==> config.mk <==
export PLATFORM = sky130hd
export DESIGN_NAME = ser2par_align
export DESIGN_NICKNAME = d
export VERILOG_FILES = /design/src/rtl/ser2par_align.sv
export SDC_FILE = /design/constraint.sdc
export NUM_CORES = 1
export LEC_CHECK = 0
export ABC_CLOCK_PERIOD_IN_PS = 3500
export CORE_UTILIZATION = 57
export DETAILED_ROUTE_END_ITERATION = 7
export PLACE_DENSITY = 0.81
export SLEW_MARGIN = 10
export SYNTH_ARGS = -nofsm -noshare
export SYNTH_HDL_FRONTEND = slang
export SYNTH_SLANG_ARGS = --single-unit
==> constraint.sdc <==
create_clock -name i_clk -period 3.5 [get_ports i_clk]
set_clock_uncertainty 0.05 [all_clocks]
set_input_delay 0.35 -clock i_clk [delete_from_list [all_inputs] [get_ports i_clk]]
set_output_delay 0.35 -clock i_clk [all_outputs]
set_load 0.02 [all_outputs]
==> src/rtl/ser2par_align.sv <==
// Receive framer: hunts for K28.5 on any bit offset, confirms word alignment, then emits aligned 10-bit words.
// Outputs are registered; par_valid follows the boundary cycle by one clock. There is no backpressure.
module ser2par_align #(
    parameter int                 WIDTH      = 10,
    parameter logic [WIDTH-1:0]   COMMA_P    = 10'b0101111100,
    parameter logic [WIDTH-1:0]   COMMA_N    = 10'b1010000011,
    parameter int                 LOCK_COUNT = 3,
    parameter int                 LOSS_COUNT = 4
) (
    input  logic             i_clk,
    input  logic             i_reset,
    input  logic             i_ser_in,
    output logic [WIDTH-1:0] o_par_out,
    output logic             o_par_valid,
    output logic             o_par_is_comma,
    output logic             o_locked
);

    localparam int GW = $clog2(LOCK_COUNT + 1);
    localparam int MW = $clog2(LOSS_COUNT + 1);

    typedef enum logic [1:0] {
        HUNT   = 2'd0,
        CHECK  = 2'd1,
        LOCKED = 2'd2
    } state_t;

    state_t           r_state;
    state_t           w_state_nxt;
    logic [WIDTH-1:0] r_shreg;
    logic [3:0]       r_bit_cnt;
    logic [3:0]       w_bit_cnt_nxt;
    logic [GW-1:0]    r_good_cnt;
    logic [GW-1:0]    w_good_nxt;
    logic [GW-1:0]    w_good_inc;
    logic [MW-1:0]    r_miss_cnt;
    logic [MW-1:0]    w_miss_nxt;
    logic [MW-1:0]    w_miss_inc;
    logic             w_comma_hit;
    logic             w_boundary;
    logic             w_emit;
    logic [WIDTH-1:0] r_par_out;
    logic             r_par_valid;
    logic             r_par_is_comma;
    logic             r_locked;

    assign w_comma_hit = (r_shreg == COMMA_P) || (r_shreg == COMMA_N);
    assign w_boundary  = (r_bit_cnt == 4'd9);
    assign w_good_inc  = r_good_cnt + 1'b1;
    assign w_miss_inc  = r_miss_cnt + 1'b1;

    always_comb begin
        w_state_nxt   = r_state;
        w_bit_cnt_nxt = w_boundary ? 4'd0 : r_bit_cnt + 4'd1;
        w_good_nxt    = r_good_cnt;
        w_miss_nxt    = r_miss_cnt;
        w_emit        = 1'b0;
        case (r_state)
            HUNT: begin
                // Restart the word counter so the next boundary lands ten clocks after this comma.
                if (w_comma_hit) begin
                    w_bit_cnt_nxt = 4'd0;
                    w_good_nxt    = GW'(1);
                    w_state_nxt   = CHECK;
                end
            end
            CHECK: begin
                if (w_boundary) begin
                    if (w_comma_hit) begin
                        w_good_nxt = w_good_inc;
                        if (w_good_inc == GW'(LOCK_COUNT)) begin
                            w_state_nxt = LOCKED;
                            w_miss_nxt  = '0;
                        end
                    end else begin
                        w_state_nxt = HUNT;
                    end
                end
            end
            LOCKED: begin
                if (w_boundary) begin
                    w_emit = 1'b1;
                    if (w_comma_hit) begin
                        w_miss_nxt = '0;
                    end
                end else if (w_comma_hit) begin
                    w_miss_nxt = w_miss_inc;
                    if (w_miss_inc == MW'(LOSS_COUNT)) begin
                        w_state_nxt = HUNT;
                    end
                end
            end
            default: w_state_nxt = HUNT;
        endcase
    end

    always_ff @(posedge i_clk) begin
        if (i_reset) begin
            r_state <= HUNT;
        end else begin
            r_state <= w_state_nxt;
        end
    end

    always_ff @(posedge i_clk) begin
        if (i_reset) begin
            r_shreg        <= '0;
            r_bit_cnt      <= 4'd0;
            r_good_cnt     <= '0;
            r_miss_cnt     <= '0;
            r_par_out      <= '0;
            r_par_valid    <= 1'b0;
            r_par_is_comma <= 1'b0;
            r_locked       <= 1'b0;
        end else begin
            r_shreg     <= {i_ser_in, r_shreg[WIDTH-1:1]};
            r_bit_cnt   <= w_bit_cnt_nxt;
            r_good_cnt  <= w_good_nxt;
            r_miss_cnt  <= w_miss_nxt;
            r_par_valid <= w_emit;
            r_locked    <= (w_state_nxt == LOCKED);
            if (w_emit) begin
                r_par_out      <= r_shreg;
                r_par_is_comma <= w_comma_hit;
            end
        end
    end

    assign o_par_out      = r_par_out;
    assign o_par_valid    = r_par_valid;
    assign o_par_is_comma = r_par_is_comma;
    assign o_locked       = r_locked;

endmodule

Word level (Yosys, flattened, before mapping)
Index checks and enable logic that the tools add are counted.

$add $sub $neg: 3. Muxes and demuxes: 24. Equal/unequal tests: 13. Reduce and logical (&&, ||, !) cells: 6.

Operator list (number): $mux 2 (10); $mux 3 (6); $mux 4 (3); $eq 10x10->1 const B (1); $eq 10x9->1 const B (1); $ne 2x2->1 const B (5); $eq 2x2->1 const B (3); $pmux 2 s3 (1); $pmux 3 s2 (1); $reduce_and 5->1 (1); $add 4x1->4 const B (1); $eq 4x4->1 const B (1); $pmux 2 s2 (1); $reduce_and 4->1 (1); $reduce_bool 2->1 (2); $add 3x1->3 const B (1); $eq 3x3->1 const B (1); $add 2x1->2 const B (1); $eq 2x1->1 const B (1); $logic_not 2->1 (1); $mux 1 (2); $logic_or 1x1->1 (1).

Register bits: 34.

Logic depth before layout (Yosys ltp)
Depth in word-level cells: 7. Depth in mapped cells: 7. Mapped depth without buffers: 7.

Worst setup path after synthesis
OpenSTA, ideal clock, no wires.

Path type: register -> register. From: register r_shreg[4]. To: register r_miss_cnt[2]. Arrival time: 1864 ps. Setup slack: 1464 ps. Path buffers: 0. Cell stages (with the launch flop): 6. Path through: dfxtp_1 or4b_1 or4_4 a22oi_4 nor2_2 a221o_1.

Word-level cells in the longest chain between the ends: 4.

Ends and longest elaborated chain: start: declaration (line 30) `logic [WIDTH-1:0] r_shreg;`; start signal: assignment (line 116) `r_shreg <= {i_ser_in, r_shreg[WIDTH-1:1]};`; $eq 10x9->1 or $eq 10x10->1 (tied branches) (line 47) `assign w_comma_hit = (r_shreg == COMMA_P) || (r_shreg == COMMA_N);`; $logic_or 1x1->1 (*) (line 47); $ne 2x2->1 (no source line); $reduce_and 5->1 (no source line) (*); end signal: assignment (line 119) `r_miss_cnt <= w_miss_nxt;`; end: declaration (line 36) `logic [MW-1:0] r_miss_cnt;`.

Every way passes the cells marked *; elsewhere a longest branch is shown, timed or not. A chain may end at the register's enable or synchronous reset.

Worst setup path after layout
Same ends and word-level chain as after synthesis.

==> results.sh <==
export IMPL_cp_data_arrival_time_ps=2340
export IMPL_grtUsageMet3=0.112
export IMPL_die_h_um=50.5
export IMPL_path_class="flip-flop to flip-flop"
export IMPL_grt_pass1_vias=958
export IMPL_hp_start="o_par_out[8]"
export IMPL_vias=1056
export IMPL_syn_avg_cell_area_sq_um=9.05
export IMPL_synth_cells=148
export IMPL_antenna_cells=0
export IMPL_drc_errors=0
export IMPL_max_freq_ghz=0.464
export IMPL_layout_common_cells="34 x dfxtp_1, 28 x nand2_1, 15 x clkdlybuf4s50_1, 13 x nor2b_1, 12 x a21oi_1"
export IMPL_fin_setup_tns_ps=0
export IMPL_die_area_sq_um=2550
export IMPL_synth_area_top_cells="dfxtp_1 51%, nand2_1 7.8%, nor2b_1 6.1%"
export IMPL_ios=16
export IMPL_synthSimpleGateAreaFrac=0.271
export IMPL_slowest_stage="or4b_1"
export IMPL_fin_cells=194
export IMPL_rows=17
export IMPL_yosys_cell_types_count=36
export IMPL_dp_hpwl_mm=1.70
export IMPL_regToRegStartpoint="r_shreg[4]"
export IMPL_drt_wirelength_per_cell_um=12.6
export IMPL_cts_tree="done"
export IMPL_met1_usage=0.269
export IMPL_vdd_drop_max_mv=0.360
export IMPL_vias_per_cell=5.44
export IMPL_cts_clk_slew_worst_paths_ps=100
export IMPL_use_met2=0.349
export IMPL_drt_total_wl_mm=2.45
export IMPL_layout_drive_gt1_share=0.0723
export IMPL_cts_sinks=34
export IMPL_min_period_ps=2150
export IMPL_dp_cells=187
export IMPL_cp_start_kind="flip-flop"
export IMPL_holdPathStages=2
export IMPL_antenna_found_initial=0
export IMPL_overflow=0
export IMPL_synth_fa_ha_area_frac=0.0280
export IMPL_ant_nets=0
export IMPL_synth_xor_area_frac=0.00654
export IMPL_synth_top_family_by_area="simple AND/OR/NAND/NOR gates"
export IMPL_worst_pin_slew_ps=808
export IMPL_min_path_type="flip-flop to flip-flop"
export IMPL_critPathBufInv=0
export IMPL_synth_top_area_share=0.508
export IMPL_finalHoldViolations=0
export IMPL_reg2reg_depth=5
export IMPL_synth_mux_area_frac=0.0149
export IMPL_start_util=0.606
export IMPL_outcome="finished clean"
export IMPL_worst_setup_path_end_kind="flip-flop"
export IMPL_grtUsageTotal=0.229
export IMPL_cp_max_fo=4
export IMPL_cts_buffers=5
export IMPL_report_power_total_mw=0.712
export IMPL_cts_root_buf="clkbuf_4"
export IMPL_setup_viol=0
export IMPL_routabilityCongestion=0.836
export IMPL_max_cap_violations=0
export IMPL_syn_area_sq_um=1340
export IMPL_hold_path_endpoint="o_par_out[8]"
export IMPL_slew_viol_final=0
export IMPL_cpPeakStageDelay_ps=510
export IMPL_area_delta_synth_final_pct=19.0
export IMPL_cts_hold_buf=0
export IMPL_rsz0062_at_grt="no"
export IMPL_io_buffers=15
export IMPL_synth_main_ff_cell="dfxtp_1"
export IMPL_synth_warnings=0
export IMPL_reg2reg_to="r_miss_cnt[2]"
export IMPL_layout_commonest_cell="dfxtp_1"
export IMPL_grt_max_degree=20
export IMPL_htreeDepth=2
export IMPL_dr_pass1_iters=4
export IMPL_initialDrtViolationCount=17
export IMPL_async_reset_ff_frac=0
export IMPL_die_w_um=50.5
export IMPL_clockBufferDepth=2
export IMPL_synth_seq_cells=34
export IMPL_postSynthNetCount=154
export IMPL_period_share=0.615
export IMPL_cts_resized=0
export IMPL_post_cts_setup_buffers=0
export IMPL_p_leak_nw=0.562
export IMPL_clk_latency_ps=340
export IMPL_crit_chain="or4b_1 -> or4_4 -> a22oi_4 -> nor2_2 -> a221o_1"
export IMPL_p_per_area_nw_per_um2=446
export IMPL_cpLargestDelayFamily="simple AND/OR/NAND/NOR gates"
export IMPL_top_usage_layer="met2"
export IMPL_synth_top_area_cell="dfxtp_1"
export IMPL_synth_edf_count=0
export IMPL_cp_required_ps=3690
export IMPL_grt_pass1_wl_mm=4.13
export IMPL_rrSetupSlack_ps=1350
export IMPL_synth_compound_area_frac=0.149
export IMPL_relSlewSlack=0.454
export IMPL_seq_area_frac_synth=0.508
export IMPL_core_sq_um=2210
export IMPL_nets=172
## flip-flops by register name (all words and copies together), names as in the netlist
register and flops:
o_par_out 10, r_shreg 10, r_bit_cnt 4, r_miss_cnt 3, r_good_cnt 2, r_state 2
o_locked 1, o_par_is_comma 1, o_par_valid 1
## worst max-delay path by stage
stage                    start       endpoint  cells past startpoint
finish              r_shreg[4]  r_miss_cnt[2]                      5
global route        r_shreg[4]  r_miss_cnt[2]                      5
floorplan           r_shreg[4]  r_miss_cnt[2]                      5
global placement    r_shreg[4]  r_miss_cnt[2]                      5
detailed placement  r_shreg[4]  r_miss_cnt[2]                      5
CTS                 r_shreg[4]  r_miss_cnt[2]                      5
## Yosys cell counts (all sizes together) (2+ instances only)
master	count
nor2b	13
a31oi	2
nor3	2
a21oi	13
clkbuf	5
dfxtp	34
nor2	12
mux2i	2
nand2b	2
o21ai	4
a22oi	2
nand2	28
ha	3
a211oi	5
inv	3
## logic make-up after synthesis
kind of cell	Yosys count
fa+ha+maj	3
flops	34
compound gates	30
buf+inv	8
mux	2
simple gates	70
xor+xnor	1
## final cells by class
class / instances / area (sq um)
repair buffers: 16 / 158
flip-flops and latches: 34 / 681
clock inverters: 1 / 30.0
multi-input cells: 106 / 629
fillers: 185 / 617
well taps: 28 / 35.0
clock buffers: 6 / 51.3
inverters: 3 / 11.3
## worst register-to-register path, cell delays in order, from the launching register on
cell,delay [ps]
dfxtp_1,340
or4b_1,510
or4_4,470
a22oi_4,260
nor2_2,60
a221o_1,360
## metal layers
| layer | vias to the layer above | part of all wire | wire [um] |
|---|---|---|---|
| li1 | 550 | - | - |
| met1 | 483 | 0.46 | 1130 |
| met2 | 21 | 0.49 | 1200 |
| met3 | 2 | 0.044 | 108 |
| met4 | 0 | 0.0069 | 17 |
| met5 | - | 0 | 0 |
## metrics by stage
| step | hold slack (ps) | instance area, sq um | utilization | setup slack, ps |
|---|---|---|---|---|
| 2_1_floorplan | 393 | 1340 | - | 1460 |
| 3_3_place_gp | 395 | 1510 | 0.684 | 1420 |
| 5_1_grt | 429 | 1600 | 0.721 | 1260 |
| 6_report | 410 | 1600 | 0.721 | 1350 |
| 3_5_place_dp | 397 | 1510 | 0.684 | 1360 |
| 4_1_cts | 411 | 1600 | 0.721 | 1340 |
## power by group
group / switching (mW) / internal (mW) / total (mW) / leakage, nW
combinational: 0.0102 / 0.00941 / 0.0196 / 0.242
clock: 0.129 / 0.166 / 0.295 / 0.0443
sequential: 0.00545 / 0.391 / 0.397 / 0.275
total: 0.145 / 0.567 / 0.712 / 0.562
Power figures use the tool's default switching activity.
